## src/rtl/fetchqueue_pkg.sv

```systemverilog
// ============================================================================
// fetchqueue_pkg : bus widths and default queue depth for the fetch front end
// Revision 1.0
// ============================================================================
`default_nettype none

package fetchqueue_pkg;

  localparam int WORDSIZE     = 32;
  localparam int INSTSIZE     = 32;
  localparam int FETCHQ_DEPTH = 4;

  typedef logic [WORDSIZE-1:0] word_t;
  typedef logic [INSTSIZE-1:0] inst_t;

endpackage

`default_nettype wire

```

## src/rtl/fetchqueue_ram.sv

```systemverilog
// ============================================================================
// fetchqueue_ram : DEPTH x (addr + instruction) storage, independent write
//                  ports for the address and data halves, one async read port
// Revision 1.0
// ============================================================================
`default_nettype none

module fetchqueue_ram
  import fetchqueue_pkg::*;
#(
  parameter int DEPTH = FETCHQ_DEPTH,
  parameter int PTRW  = $clog2(DEPTH)
) (
  input  logic                clk,
  input  logic                i_awe,
  input  logic [PTRW-1:0]     i_aidx,
  input  logic [WORDSIZE-1:0] i_addr,
  input  logic                i_dwe,
  input  logic [PTRW-1:0]     i_didx,
  input  logic [INSTSIZE-1:0] i_data,
  input  logic [PTRW-1:0]     i_ridx,
  output logic [WORDSIZE-1:0] o_addr,
  output logic [INSTSIZE-1:0] o_data
);

  logic [WORDSIZE-1:0] r_addr_mem [DEPTH];
  logic [INSTSIZE-1:0] r_data_mem [DEPTH];

  always_ff @(posedge clk) begin
    if (i_awe) r_addr_mem[i_aidx] <= i_addr;
    if (i_dwe) r_data_mem[i_didx] <= i_data;
  end

  assign o_addr = r_addr_mem[i_ridx];
  assign o_data = r_data_mem[i_ridx];

endmodule

`default_nettype wire

```

## src/rtl/fetchqueue.sv

```systemverilog
// ============================================================================
// fetchqueue : in-order instruction fetch queue with request/grant issue,
//              stale-response drop on flush. Option: FETCHQ_BYPASS_EN
// Revision 1.0
// ============================================================================
`default_nettype none

module fetchqueue
  import fetchqueue_pkg::*;
#(
  parameter int DEPTH = FETCHQ_DEPTH
) (
  input  logic                clk,
  input  logic                rst,
  input  logic [WORDSIZE-1:0] pc,
  input  logic                flush,
  output logic                stall,
  output logic                mem_req,
  output logic [WORDSIZE-1:0] mem_addr,
  input  logic                mem_gnt,
  input  logic                mem_rvalid,
  input  logic [INSTSIZE-1:0] mem_rdata,
  output logic                inst_valid,
  output logic [INSTSIZE-1:0] inst,
  output logic [WORDSIZE-1:0] inst_pc,
  input  logic                inst_ready
);

  localparam int PTRW = $clog2(DEPTH);
  localparam int CNTW = PTRW + 1;
  localparam logic [PTRW-1:0] c_PTR_ONE = PTRW'(1);
  localparam logic [CNTW-1:0] c_CNT_ONE = CNTW'(1);
  localparam logic [CNTW:0]   c_DEPTH   = (CNTW+1)'(DEPTH);

  logic [PTRW-1:0]  r_head, r_rptr, r_fptr;
  logic [CNTW-1:0]  r_count, r_drop;
  logic [DEPTH-1:0] r_filled;

  logic             w_grant, w_pop, w_resp_fill, w_resp_drop, w_bypass;
  logic [CNTW-1:0]  w_nfilled, w_drop_flush;
  logic [DEPTH-1:0] w_filled_nxt;
  logic [WORDSIZE-1:0] w_ram_addr;
  logic [INSTSIZE-1:0] w_ram_data;

  assign mem_req     = rst && !flush && (({1'b0, r_count} + {1'b0, r_drop}) < c_DEPTH);
  assign mem_addr    = pc;
  assign w_grant     = mem_req && mem_gnt;
  assign stall       = !rst || (!w_grant && !flush);
  assign w_resp_drop = mem_rvalid && (r_drop != '0);
  assign w_resp_fill = mem_rvalid && (r_drop == '0);

`ifdef FETCHQ_BYPASS_EN
  // Head is the oldest unfilled entry exactly when the fill pointer sits on it.
  assign w_bypass = w_resp_fill && (r_count != '0) && (r_fptr == r_head) && !r_filled[r_head];
`else
  assign w_bypass = 1'b0;
`endif

  assign inst_valid = r_filled[r_head] || w_bypass;
  assign w_pop      = inst_valid && inst_ready && !flush;
  assign inst       = !inst_valid ? '0 : (w_bypass ? mem_rdata : w_ram_data);
  assign inst_pc    = inst_valid ? w_ram_addr : '0;

  always_comb begin
    w_nfilled = '0;
    for (int i = 0; i < DEPTH; i++) begin
      w_nfilled = w_nfilled + {{PTRW{1'b0}}, r_filled[i]};
    end
  end

  // A response landing in the flush cycle is consumed here whether it was
  // already owed to drop or belonged to a (now unfilled) queue entry.
  assign w_drop_flush = r_drop + (r_count - w_nfilled) - {{PTRW{1'b0}}, mem_rvalid};

  always_comb begin
    w_filled_nxt = r_filled;
    if (w_pop) w_filled_nxt[r_head] = 1'b0;
    if (w_resp_fill && !(w_bypass && w_pop)) w_filled_nxt[r_fptr] = 1'b1;
  end

  always_ff @(posedge clk or negedge rst) begin
    if (!rst) begin
      r_head   <= '0;
      r_rptr   <= '0;
      r_fptr   <= '0;
      r_count  <= '0;
      r_drop   <= '0;
      r_filled <= '0;
    end else if (flush) begin
      r_head   <= '0;
      r_rptr   <= '0;
      r_fptr   <= '0;
      r_count  <= '0;
      r_drop   <= w_drop_flush;
      r_filled <= '0;
    end else begin
      if (w_grant)     r_rptr <= r_rptr + c_PTR_ONE;
      if (w_resp_fill) r_fptr <= r_fptr + c_PTR_ONE;
      if (w_pop)       r_head <= r_head + c_PTR_ONE;
      if (w_resp_drop) r_drop <= r_drop - c_CNT_ONE;
      if (w_grant && !w_pop)      r_count <= r_count + c_CNT_ONE;
      else if (!w_grant && w_pop) r_count <= r_count - c_CNT_ONE;
      r_filled <= w_filled_nxt;
    end
  end

  fetchqueue_ram #(
    .DEPTH (DEPTH),
    .PTRW  (PTRW)
  ) u_ram (
    .clk    (clk),
    .i_awe  (w_grant),
    .i_aidx (r_rptr),
    .i_addr (pc),
    .i_dwe  (w_resp_fill),
    .i_didx (r_fptr),
    .i_data (mem_rdata),
    .i_ridx (r_head),
    .o_addr (w_ram_addr),
    .o_data (w_ram_data)
  );

endmodule

`default_nettype wire

```

## config.mk

```make
export PLATFORM = sky130hd
export DESIGN_NAME = fetchqueue
export DESIGN_NICKNAME = d
export VERILOG_FILES = /design/src/rtl/fetchqueue_pkg.sv /design/src/rtl/fetchqueue_ram.sv /design/src/rtl/fetchqueue.sv
export SDC_FILE = /design/constraint.sdc
export NUM_CORES = 1
export LEC_CHECK = 0
export BUFFER_PORTS_ARGS = -buffer_cell sky130_fd_sc_hd__buf_4
export CAP_MARGIN = 20
export CORE_MARGIN = 3
export CORE_UTILIZATION = 30
export CTS_CLUSTER_DIAMETER = 40
export DETAILED_ROUTE_END_ITERATION = 7
export HOLD_SLACK_MARGIN = 0.08
export PLACE_DENSITY = 0.51
export REMOVE_ABC_BUFFERS = 1
export SLEW_MARGIN = 20
export SYNTH_ARGS = -nofsm -noshare
export SYNTH_HDL_FRONTEND = slang
export SYNTH_SLANG_ARGS = --single-unit
export TNS_END_PERCENT = 30
```

## constraint.sdc

```tcl
create_clock -name clk -period 8.81 [get_ports clk]
set_input_delay 0.881 -clock clk [delete_from_list [all_inputs] [get_ports clk]]
set_output_delay 0.881 -clock clk [all_outputs]
set_load 0.01 [all_outputs]
```

==> metrics.cfg <==
[status]
outcome = completed

[grt]
grt_busiest_layer = met2
overflow = 0
grt_first_pass_wirelength_um = 35700
met1_usage_pct = 15.6
use_met2_pct = 19.3
grt_usage_pct = 11.9
grt_pass1_vias = 6067
antenna_found_initial = 1
grt_util_met3_pct = 3.04
grt_max_degree = 63

[worst_setup_path]
cp-endpoint = inst[6]
path_max_fanout = 38
crit_start = r_head[0]
critPathKind = flop to primary output
cp.arrival_ns = 3.16
end_kind = primary output
reg2reg_from = r_filled[0]
ff2ff_path_depth = 12
worstReg2RegEnd = r_drop[2]
required_ns = 7.93
r2r_slack_ns = 5.21
start_kind = flop

[synthesis]
synth-xor-area-share_pct = 0.844
synthFlopType = edfxtp_1
syn_inst = 587
synth_cell_type_count = 32
muxShareOfSynthArea_pct = 13.6
synth_area_mm2 = 0.0113
avgSynthCellArea_um2 = 19.2
synth-compound-area-share_pct = 0.877
synthSimpleGateAreaFrac_pct = 5.68
synth-seq-cells = 272
ys_seq_area_share_pct = 71.8
synth-edff-count = 256
synth_top_family_by_area = multiplexers
synth-warning-count = 0
async_reset_ff_share_pct = 5.88
synth_fa_ha_area_share_pct = 3.18

[placed_design]
dpl_cell_area_mm2 = 0.0128
port_buffers = 168
hpwl_um = 13700
gp_congestion = 0.682

[timing]
maxSlewViolCount = 0
fin_skew_ns = 0.0177
min_period_ns = 4.04
slew_headroom_pct = 33.4
period_share_pct = 45.9
rsz0062_at_grt = false
tns_ns = 0
worst_hold_slack_ns = 0.207
fmax_ghz = 0.247
hold_viol_final = 0
setup_viol = 0
worst_pin_slew_ns = 1.00

[die]
ioPinCount = 169
die_w_um = 200
core_mm2 = 0.0368
start_util_pct = 30.6
fp-row-count = 70
die_height_um = 200
dieArea_mm2 = 0.0399

[power_and_ir_drop]
p_total_mw = 3.72
ir_worst_vdd_mv = 0.123
leakagePower_nw = 5.11
p_per_area_mw_per_mm2 = 259

[clocking]
cts_buffers = 44
cts.sinks = 272
cts_root_buf = clkbuf_16
postCtsSetupRepairBufs = 0
postCtsHoldBufs = 0
cts_tree = yes
cts_buffer_depth = 3
insertion_delay_ns = 0.54
path_clk_slew_ns = 0.05
cts_resized = 0
htreeDepth = 2

[routing]
drt_wl_total_um = 23500
ant_nets = 0
drtPass1Iterations = 4
dr_total_vias = 5599
wl_per_cell_um = 18.8
drc = 0
drt_iter0_drc = 249
viasPerCell = 4.48

[worst_hold_path]
hold_class = input pin to async pin

[finish]
fill_cells = 3435
nNetsFinal = 842
syn2layout_area_growth_pct = 27.5
final_util_pct = 39.1
design_area_mm2 = 0.0144
drive_above_1_share_pct = 40.8
diodes = 0

[run]
cap_violations = 0

sequential cells by signal, summed over array words and instances (netlist names):
register          cells
r_count               3
r_drop                3
r_filled              4
r_fptr                2
r_head                2
r_rptr                2
u_ram.r_addr_mem    128
u_ram.r_data_mem    128
routing by layer:
metal | wire length [um] | part of all wire (%)
met5 | 20 | 0.085
met4 | 485 | 2.1
met3 | 1190 | 5.1
met2 | 11800 | 50
met1 | 9970 | 42
worst max-delay path: stages (launching register included):
cell	delay [ns]
dfrtp_4	0.87
buf_4	0.76
mux4_2	0.63
and2_1	0.18
buf_4	0.14
how the worst min path moves through the flow:
stage / start / to / slack, ns / cells past startpoint
finish: rst / r_rptr[0] / 0.21 / 1
global placement: r_filled[3] / r_filled[3] / 0.54 / 2
detailed placement: r_drop[2] / r_drop[2] / 0.53 / 1
CTS: rst / r_rptr[0] / 0.17 / 1
floorplan: r_drop[2] / r_drop[2] / 0.47 / 1
global route: rst / r_rptr[0] / 0.19 / 1
Yosys cell counts, types with 3 or more instances:
cell / number / area (um2)
edfxtp_1: 256 / 7690
nand2_1: 9 / 33.8
buf_4: 34 / 255
a21oi_1: 8 / 40.0
clkbuf_1: 16 / 60.1
mux4_2: 65 / 1460
nor2_1: 13 / 48.8
and2_1: 71 / 444
ha_1: 19 / 238
o21ai_0: 5 / 25.0
mux2i_1: 3 / 30.0
nand3_1: 9 / 45.0
inv_1: 20 / 75.1
fa_1: 6 / 120
dfrtp_1: 16 / 400
buf_2: 10 / 50.1
xnor2_1: 7 / 61.3
logic make-up after synthesis:
| family | count (synthesis) |
|---|---|
| AO/OA/AOI/OAI | 17 |
| XOR/XNOR | 10 |
| adder cells (fa/ha/maj) | 25 |
| buffers and inverters | 83 |
| flip-flops | 272 |
| multiplexers | 71 |
| AND/OR/NAND/NOR | 109 |
cell usage in the layout, fill, tap and decap left out, drive strengths merged, types with 5 or more instances in the layout:
cell,count
nand3,9
edfxtp,256
clkbuf,53
o21ai,5
a21oi,8
buf,177
ha,19
bufinv,8
dfrtp,16
xnor2,7
nor2,13
nand2,10
clkinv,15
inv,23
fa,6
mux4,65
and2,71
area by class of cell:
type                       instances  area (um2)  area share (%)
timing repair buffer             177        1330            9.25
tap                              468         586            4.08
clock buffer                      53        1180            8.20
inverter                          20        75.1           0.523
clock inverter                    28         383            2.67
multi-input combinational        232        2720            18.9
sequential                       272        8100            56.3
per-stage QoR:
step	setup slack, ns	std cells
after floorplan	3.93	524
after CTS	4.55	1250
final	4.77	1250
after global placement	4.68	1169
after global routing	4.42	1250
after detailed placement	4.64	1169
report_power, final:
part / internal [mW] / switching, mW / leakage, nW
registers: 1.47 / 0.0303 / 2.52
logic: 0.212 / 0.215 / 1.84
clock network: 1.19 / 0.598 / 0.755
total: 2.88 / 0.843 / 5.11
Power figures use the tool's default switching activity.
